## config.mk

```make
export PLATFORM = sky130hd
export DESIGN_NAME = clkdiv_enable_gen
export DESIGN_NICKNAME = d
export VERILOG_FILES = /design/src/rtl/clkdiv_pkg.sv /design/src/rtl/clkdiv_channel.sv /design/src/rtl/clkdiv_enable_gen.sv
export SDC_FILE = /design/constraint.sdc
export NUM_CORES = 1
export LEC_CHECK = 0
export CELL_PAD_IN_SITES_DETAIL_PLACEMENT = 1
export CELL_PAD_IN_SITES_GLOBAL_PLACEMENT = 1
export CORE_UTILIZATION = 50
export DETAILED_ROUTE_END_ITERATION = 8
export GPL_ROUTABILITY_DRIVEN = 0
export PLACE_DENSITY_LB_ADDON = 0.1
export SLEW_MARGIN = 15
export SYNTH_ARGS = -nofsm -noshare
export SYNTH_HDL_FRONTEND = slang
export SYNTH_SLANG_ARGS = --single-unit
export TNS_END_PERCENT = 100
```

## constraint.sdc

```tcl
create_clock -name clk -period 11.2 [get_ports clk]
set_clock_uncertainty 0.15 [all_clocks]
set_input_delay 2.24 -clock clk [delete_from_list [all_inputs] [get_ports clk]]
set_output_delay 2.24 -clock clk [all_outputs]
set_load 0.02 [all_outputs]
```

## src/rtl/clkdiv_pkg.sv

```systemverilog
// Shared types and constants for the clkdiv_enable_gen divider family.
// Latency: n/a (declarations only).
// Backpressure: n/a.
package clkdiv_pkg;

  localparam int CNT_W_DEF       = 16;
  localparam int DEFAULT_DIV_DEF = 2;

  // Per-channel divisor lifecycle: settled, update waiting for a wrap, new divisor not yet pulsed
  typedef enum logic [1:0] {
    RUN    = 2'd0,
    PEND   = 2'd1,
    RELOCK = 2'd2
  } ch_state_e;

  // Width of the channel-select field; a single channel still needs one bit
  function automatic int ch_idx_w(input int num_ch);
    return (num_ch > 1) ? $clog2(num_ch) : 1;
  endfunction

endpackage

```

## src/rtl/clkdiv_channel.sv

```systemverilog
// One divider channel: counter, divisor/pending registers, relock FSM, ce/sq/locked.
// Latency: ce/sq registered, one cycle after the counter state they decode.
// Backpressure: i_cfg_we is pre-qualified by the top; o_pend holds off further updates.
module clkdiv_channel
  import clkdiv_pkg::*;
#(
  parameter int CNT_W       = CNT_W_DEF,
  parameter int DEFAULT_DIV = DEFAULT_DIV_DEF
) (
  input  logic             i_clk,
  input  logic             i_rst_n,
  input  logic             i_sync,
  input  logic             i_cfg_we,
  input  logic [CNT_W-1:0] i_cfg_div,
  output logic             o_ce,
  output logic             o_sq,
  output logic             o_locked,
  output logic             o_pend
);

  ch_state_e        r_state;
  ch_state_e        w_state_nxt;
  logic [CNT_W-1:0] r_div;
  logic [CNT_W-1:0] r_pend_div;
  logic [CNT_W-1:0] r_cnt;
  logic             r_ce;
  logic             r_sq;
  logic [CNT_W-1:0] w_div_nxt;
  logic [CNT_W-1:0] w_cnt_nxt;
  logic [CNT_W-1:0] w_ne;
  logic [CNT_W-1:0] w_half;
  logic             w_wrap;
  logic             w_ce_nxt;
  logic             w_sq_nxt;

  // A programmed divisor of 0 behaves as divide-by-1
  assign w_ne   = (r_div == '0) ? CNT_W'(1) : r_div;
  assign w_half = w_ne >> 1;
  assign w_wrap = (r_cnt == (w_ne - CNT_W'(1)));

  // Next-state, counter and output decode; divisor swaps only on a wrap so periods are never cut
  always_comb begin
    w_state_nxt = r_state;
    w_div_nxt   = r_div;
    w_cnt_nxt   = w_wrap ? '0 : (r_cnt + CNT_W'(1));
    w_ce_nxt    = w_wrap;
    w_sq_nxt    = (r_cnt < w_half);
    case (r_state)
      RUN: begin
        w_state_nxt = RUN;
      end
      PEND: begin
        if (w_wrap) begin
          w_div_nxt   = r_pend_div;
          w_state_nxt = RELOCK;
        end
      end
      RELOCK: begin
        if (w_wrap) begin
          w_state_nxt = RUN;
        end
      end
      default: begin
        w_state_nxt = RELOCK;
      end
    endcase
    // Phase alignment: restart at count 0, apply any waiting divisor right away
    if (i_sync) begin
      w_cnt_nxt = '0;
      if (r_state == PEND) begin
        w_div_nxt = r_pend_div;
      end
      w_state_nxt = RELOCK;
      w_ce_nxt    = 1'b0;
      w_sq_nxt    = (w_div_nxt > CNT_W'(1));
    end
    // A fresh update always parks the channel until its next wrap
    if (i_cfg_we) begin
      w_state_nxt = PEND;
    end
  end

  // State, counter, divisor and registered outputs; reset discards any waiting update
  always_ff @(posedge i_clk) begin
    if (!i_rst_n) begin
      r_state    <= RELOCK;
      r_div      <= CNT_W'(DEFAULT_DIV);
      r_pend_div <= '0;
      r_cnt      <= '0;
      r_ce       <= 1'b0;
      r_sq       <= 1'b0;
    end else begin
      r_state <= w_state_nxt;
      r_div   <= w_div_nxt;
      r_cnt   <= w_cnt_nxt;
      r_ce    <= w_ce_nxt;
      r_sq    <= w_sq_nxt;
      if (i_cfg_we) begin
        r_pend_div <= i_cfg_div;
      end
    end
  end

  assign o_ce     = r_ce;
  assign o_sq     = r_sq;
  assign o_locked = (r_state == RUN);
  assign o_pend   = (r_state == PEND);

endmodule

```

## src/rtl/clkdiv_enable_gen.sv

```systemverilog
// Multi-channel programmable clock-enable / square-wave generator; optional sync port under CLKDIV_SYNC_EN.
// Latency: ce/sq registered; a new divisor takes effect at the channel's next wrap after accept.
// Backpressure: cfg_ready low while any channel holds a pending divisor; held requests wait.
module clkdiv_enable_gen
  import clkdiv_pkg::*;
#(
  parameter int  NUM_CH      = 2,
  parameter int  CNT_W       = CNT_W_DEF,
  parameter int  DEFAULT_DIV = DEFAULT_DIV_DEF,
  localparam int CH_W        = ch_idx_w(NUM_CH)
) (
  input  logic              clk,
  input  logic              rst_n,
`ifdef CLKDIV_SYNC_EN
  input  logic              sync,
`endif
  input  logic              cfg_valid,
  output logic              cfg_ready,
  input  logic [CH_W-1:0]   cfg_ch,
  input  logic [CNT_W-1:0]  cfg_div,
  output logic [NUM_CH-1:0] ce,
  output logic [NUM_CH-1:0] sq,
  output logic [NUM_CH-1:0] locked
);

  logic [NUM_CH-1:0] w_pend;
  logic [NUM_CH-1:0] w_we;
  logic              w_accept;
  logic              w_sync;

`ifdef CLKDIV_SYNC_EN
  assign w_sync = sync;
`else
  assign w_sync = 1'b0;
`endif

  // Single outstanding update across all channels
  assign cfg_ready = ~(|w_pend);
  assign w_accept  = cfg_valid & cfg_ready;

  for (genvar g = 0; g < NUM_CH; g++) begin : g_ch
    // Out-of-range indices match nothing: handshake completes, no channel changes
    assign w_we[g] = w_accept && (cfg_ch == CH_W'(g));

    clkdiv_channel #(
      .CNT_W       (CNT_W),
      .DEFAULT_DIV (DEFAULT_DIV)
    ) u_ch (
      .i_clk     (clk),
      .i_rst_n   (rst_n),
      .i_sync    (w_sync),
      .i_cfg_we  (w_we[g]),
      .i_cfg_div (cfg_div),
      .o_ce      (ce[g]),
      .o_sq      (sq[g]),
      .o_locked  (locked[g]),
      .o_pend    (w_pend[g])
    );
  end

endmodule

```

# Word-level counts from Yosys, hierarchy flattened
# Cells that the tools add are included.
[totals]
register_bits = 104
in_bits = 20
[op_classes]
n_addsub = 4
order_cmp = 2
n_eq_ne = 10
muxes = 10
bitwise = 4
reduce_logical = 13
[ops]
columns = ["operator", "n"]
rows = [
  ["16-bit by 1-bit adder with 16-bit output, second input constant", 2],
  ["16-bit == test", 2],
  ["16-bit zero test", 2],
  ["16-bit by 15-bit < comparator with 1-bit output", 2],
  ["16-bit two-way mux", 2],
  ["16-bit by 1-bit subtractor with 16-bit output, second input constant", 2],
  ["2-bit two-way mux", 6],
  ["2-bit case mux with 3 select lines", 2],
  ["2-bit AND reduction", 4],
  ["3-bit by 1-bit != test with 1-bit output, second input constant", 2],
  ["3-bit by 2-bit != test with 1-bit output, second input constant", 2],
  ["2-bit OR reduction", 3],
  ["2-bit by 1-bit == test with 1-bit output, second input constant", 2],
  ["2-bit == test, second input constant", 2],
  ["2-bit zero test", 2],
  ["1-bit inverter", 3],
  ["1-bit logical AND", 2],
  ["1-bit bitwise AND", 1],
]

# Longest topological paths before layout
[depth]
ltp_word = 7
mapped_depth = 14
depth_no_buf = 11

# Cells and area by module
# From an unflattened synthesis, not the netlist that was laid out.
[unflattened]
hier_cells = 723
area_unflattened_um2 = 6241.0
[by_module_without_submodules]
columns = ["module", "n_inst", "cells_per_inst", "area_per_inst_um2"]
rows = [
  ["clkdiv_channel at g_ch[1].u_ch", 1, 365, 3131.8],
  ["clkdiv_channel at g_ch[0].u_ch", 1, 354, 3074.2],
  ["clkdiv_enable_gen", 1, 4, 35.0],
]

# Least setup slack after synthesis
# No wires, ideal clock.
[synth_timing]
kind = "register to register"
startpoint = "register g_ch[0].u_ch.r_div[8]"
endpoint = "register g_ch[0].u_ch.r_div[10]"
arrival_time_ns = 3.269
t_required_ns = 10.918
setup_slack_ns = 7.649
stages_incl_launch_ff = 14
cell_sequence = "dfxtp_1 nor2_1 and4_4 a21oi_1 ha_1 or3b_4 or4_1 a211oi_1 and4_1 o2111ai_4 buf_2 clkbuf_1 o31ai_1 a21oi_1"
[synth_via]
elab_chain_cells = 5
[synth_rtl]
columns = ["item", "line_no", "text"]
rows = [
  ["from (decl)", "clkdiv_channel.sv:23", "logic [CNT_W-1:0] r_div;"],
  ["from (signal assigned)", "clkdiv_channel.sv:87", "r_div <= CNT_W'(DEFAULT_DIV);"],
  ["from (signal assigned)", "clkdiv_channel.sv:94", "r_div <= w_div_nxt;"],
  ["16-bit zero test", "clkdiv_channel.sv:37", "assign w_ne = (r_div == '0) ? CNT_W'(1) : r_div;"],
  ["16-bit two-way mux *", "clkdiv_channel.sv:37", ""],
  ["16-bit by 1-bit subtractor with 16-bit output *", "clkdiv_channel.sv:39", "assign w_wrap = (r_cnt == (w_ne - CNT_W'(1)));"],
  ["16-bit == test *", "clkdiv_channel.sv:39", ""],
  ["2-bit AND reduction (no line) *", "-", ""],
]
# Every way passes the cells marked *; elsewhere a longest branch is shown, timed or not.
# A chain may end at the register's enable or synchronous reset.

# Worst setup path after layout
[layout_timing]
startpoint = "register g_ch[0].u_ch.r_div[2]"
endpoint = "register g_ch[0].u_ch.r_div[11]"
# Same word-level chain as after synthesis.

==> qor.csv <==
metric;value;unit
start_util;52.11;%
io_buffers;26;
die-area;13130;sq um
crit_path_max_incr_delay;0.72;ns
grt_first_pass_wirelength;28480;microns
cp_data_arrival_time;4.58;ns
synth_xor_area_share;8.845;%
synth_commonest_cells;nand2_1, dfxtp_1, a21oi_1;
postCtsHoldBufs;0;
ant_nets;0;
synth_top_area_share;32.85;%
cts_buffer_depth;2;
synthMuxAreaShare;3.001;%
hpwl;12610;microns
die_h;114.6;microns
viasPerCell;5.775;
synth-seq-cells;104;
syn_area;6337;sq um
path_max_fanout;35;
powerDensity;127.9;nW/um^2
drive_gt1_share;4.910;%
critPathLaunchType;register;
grt_setup_unrepaired;false;
power;0.8749;mW
grt_pass1_vias;5636;
p_leak;2.391;nW
syn_to_final_growth;7.937;%
drcViolationCount;0;
cts_root_buf;clkbuf_16;
syn_nets;834;
fin_nets;821;
fp.coreArea;12160;sq um
grt_max_degree;56;
hp-class;reg -> reg;
setup_ws;6.748;ns
period_share;39.75;%
cp_num_buf_inv;0;
synth_most_common_cell;nand2_1;
cts_resized;0;
synthSimpleGateAreaFrac;25.59;%
seq_area_frac_synth;32.85;%
ys.flop_type;dfxtp_1;
dp_slack;6.534;ns
antenna_cells;0;
synth_warnings;0;
dr.pass1.iters;4;
routedWlPerCell;18.05;microns
timing.fmax;224.6;MHz
cts_buffers;9;
r2r_slack;6.75;ns
drtIter0Drc;278;
clkSinkCount;104;
crit_chain;nor4_1 -> and4_4 -> a21oi_1 -> ha_1 -> nor3b_1 -> a31o_2 -> and3_1 -> o21ai_0 -> o2111ai_4 -> or4_1 -> a21oi_1;
finalSetupViolCount;0;
min_period;4.452;ns
synth_cell_types;68;
synth_top_family_by_area;simple AND/OR/NAND/NOR gates;
fin_cells;942;
synth.area.top_cells;dfxtp_1, nand2_1, ha_1, xnor2_1, a21oi_1;
ir_worst_vdd;0.0001012;V
worst_slew_pin_slew;1.092;ns
cap_violations;0;
synth_compound_area_share;15.89;%
max_slew_margin;27.19;%
placedCellCount;926;
synth_top_cell_by_area;dfxtp_1;
cp_slowest_cell;or4_1;
cp_top_family;simple AND/OR/NAND/NOR gates;
die_x;114.6;microns
cp-end-kind;register;
required;11.32;ns
grt-ovfl-total;0;
final_hold_viol_count;0;
worst_path_most_repeated_cell;a21oi_1;
clock_latency;0.36;ns
pin_count;27;
status;finished clean;
h-tree-depth;3;
ys_async_sr_fraction;0;%
syn_area_per_cell;8.104;sq um
post-cts-setup-buffers;0;
syn_inst;782;
crit_type;reg -> reg;
num_rows;40;
cts_tree;done;
synth_edf_count;0;
fin_tns_setup;0;ns
yosys.area_share.adder;6.318;%
totalWireLength;17010;microns
clkSlewWorstSetupHoldPaths;0.07;ns
antenna_found_initial;0;
grt_util_all_layers;27.77;%
timing.final.max_slew_violations;0;
num_vias;5440;
==> worst paths after layout <==
path,cells after the start,end,start
setup / recovery,11,g_ch[0].u_ch.r_div[11]$_SDFFE_PN0P_,g_ch[0].u_ch.r_div[2]$_SDFFE_PN0P_
hold reg to reg,2,g_ch[0].u_ch.r_pend_div[10]$_SDFFE_PN0P_,g_ch[0].u_ch.r_pend_div[10]$_SDFFE_PN0P_
hold / removal,2,g_ch[0].u_ch.r_pend_div[10]$_SDFFE_PN0P_,g_ch[0].u_ch.r_pend_div[10]$_SDFFE_PN0P_
setup reg to reg,11,g_ch[0].u_ch.r_div[11]$_SDFFE_PN0P_,g_ch[0].u_ch.r_div[2]$_SDFFE_PN0P_
==> worst reg2reg max path, stage by stage, from the launching register on <==
cell and delay (ns):
dfxtp_1 0.42, nor4_1 0.63, and4_4 0.41, a21oi_1 0.08, ha_1 0.25, nor3b_1 0.21, a31o_2 0.30, and3_1 0.17
o21ai_0 0.29, o2111ai_4 0.51, or4_1 0.73, a21oi_1 0.20
==> report_power, final <==
part	internal (mW)	total, mW	switching [mW]
logic	0.0604	0.158	0.0978
registers	0.386	0.406	0.0195
clock network	0.157	0.311	0.155
total	0.603	0.875	0.272
==> logic make-up (layout without fill, tap and decap cells) <==
kind of cell / Yosys count / in the layout
xor gates and xnor gates: 64 / 64
DFF: 104 / 104
and+or+nand+nor: 314 / 314
AOI/OAI and AO/OA: 146 / 146
buffers and inverters: 103 / 95
adders and majority gates: 32 / 32
muxes: 19 / 19
==> registers in the layout, summed over array words and instances (netlist names) <==
register,flops
g_ch.u_ch.r_cnt,32
g_ch.u_ch.r_state,4
g_ch.u_ch.o_ce,2
g_ch.u_ch.r_pend_div,32
g_ch.u_ch.o_sq,2
g_ch.u_ch.r_div,32
==> cell usage in the layout (no fill, tap or decap), types with 25 or more instances in the layout <==
cell type        Yosys  routed
inv_1               49      49
a21oi_1             61      61
nor2_1              60      60
dfxtp_1            104     104
xor2_1              25      25
clkdlybuf4s50_1      0      26
ha_1                32      32
nand2_1            118     118
xnor2_1             39      39
==> metal layers <==
metal  wire [microns]  global-route usage (%)
met5                0                       0
met4              232                   7.532
met3              633                   5.664
met2             7979                   45.82
met1             8161                   36.79
==> stage by stage <==
step | cell area (sq um) | hold WS (ns) | utilization, %
global route | 6840 | 0.3345 | 56.24
detailed placement | 6549 | 0.2989 | 53.85
global placement | 6549 | 0.2961 | 53.85
CTS | 6837 | 0.3094 | 56.21
finish | 6840 | 0.3069 | 56.24
floorplan | 6337 | 0.2863 | -
==> cell type report <==
cell class | instances | area, sq um
Clock inverter | 6 | 58.81
Clock buffer | 10 | 229.0
Timing Repair Buffer | 29 | 282.8
Inverter | 50 | 187.7
Fill cell | 1487 | 5321
Tap cell | 168 | 210.2
Multi-Input combinational cell | 575 | 3790
Sequential cell | 104 | 2082
No activity file was read; power rests on OpenSTA's default activity.
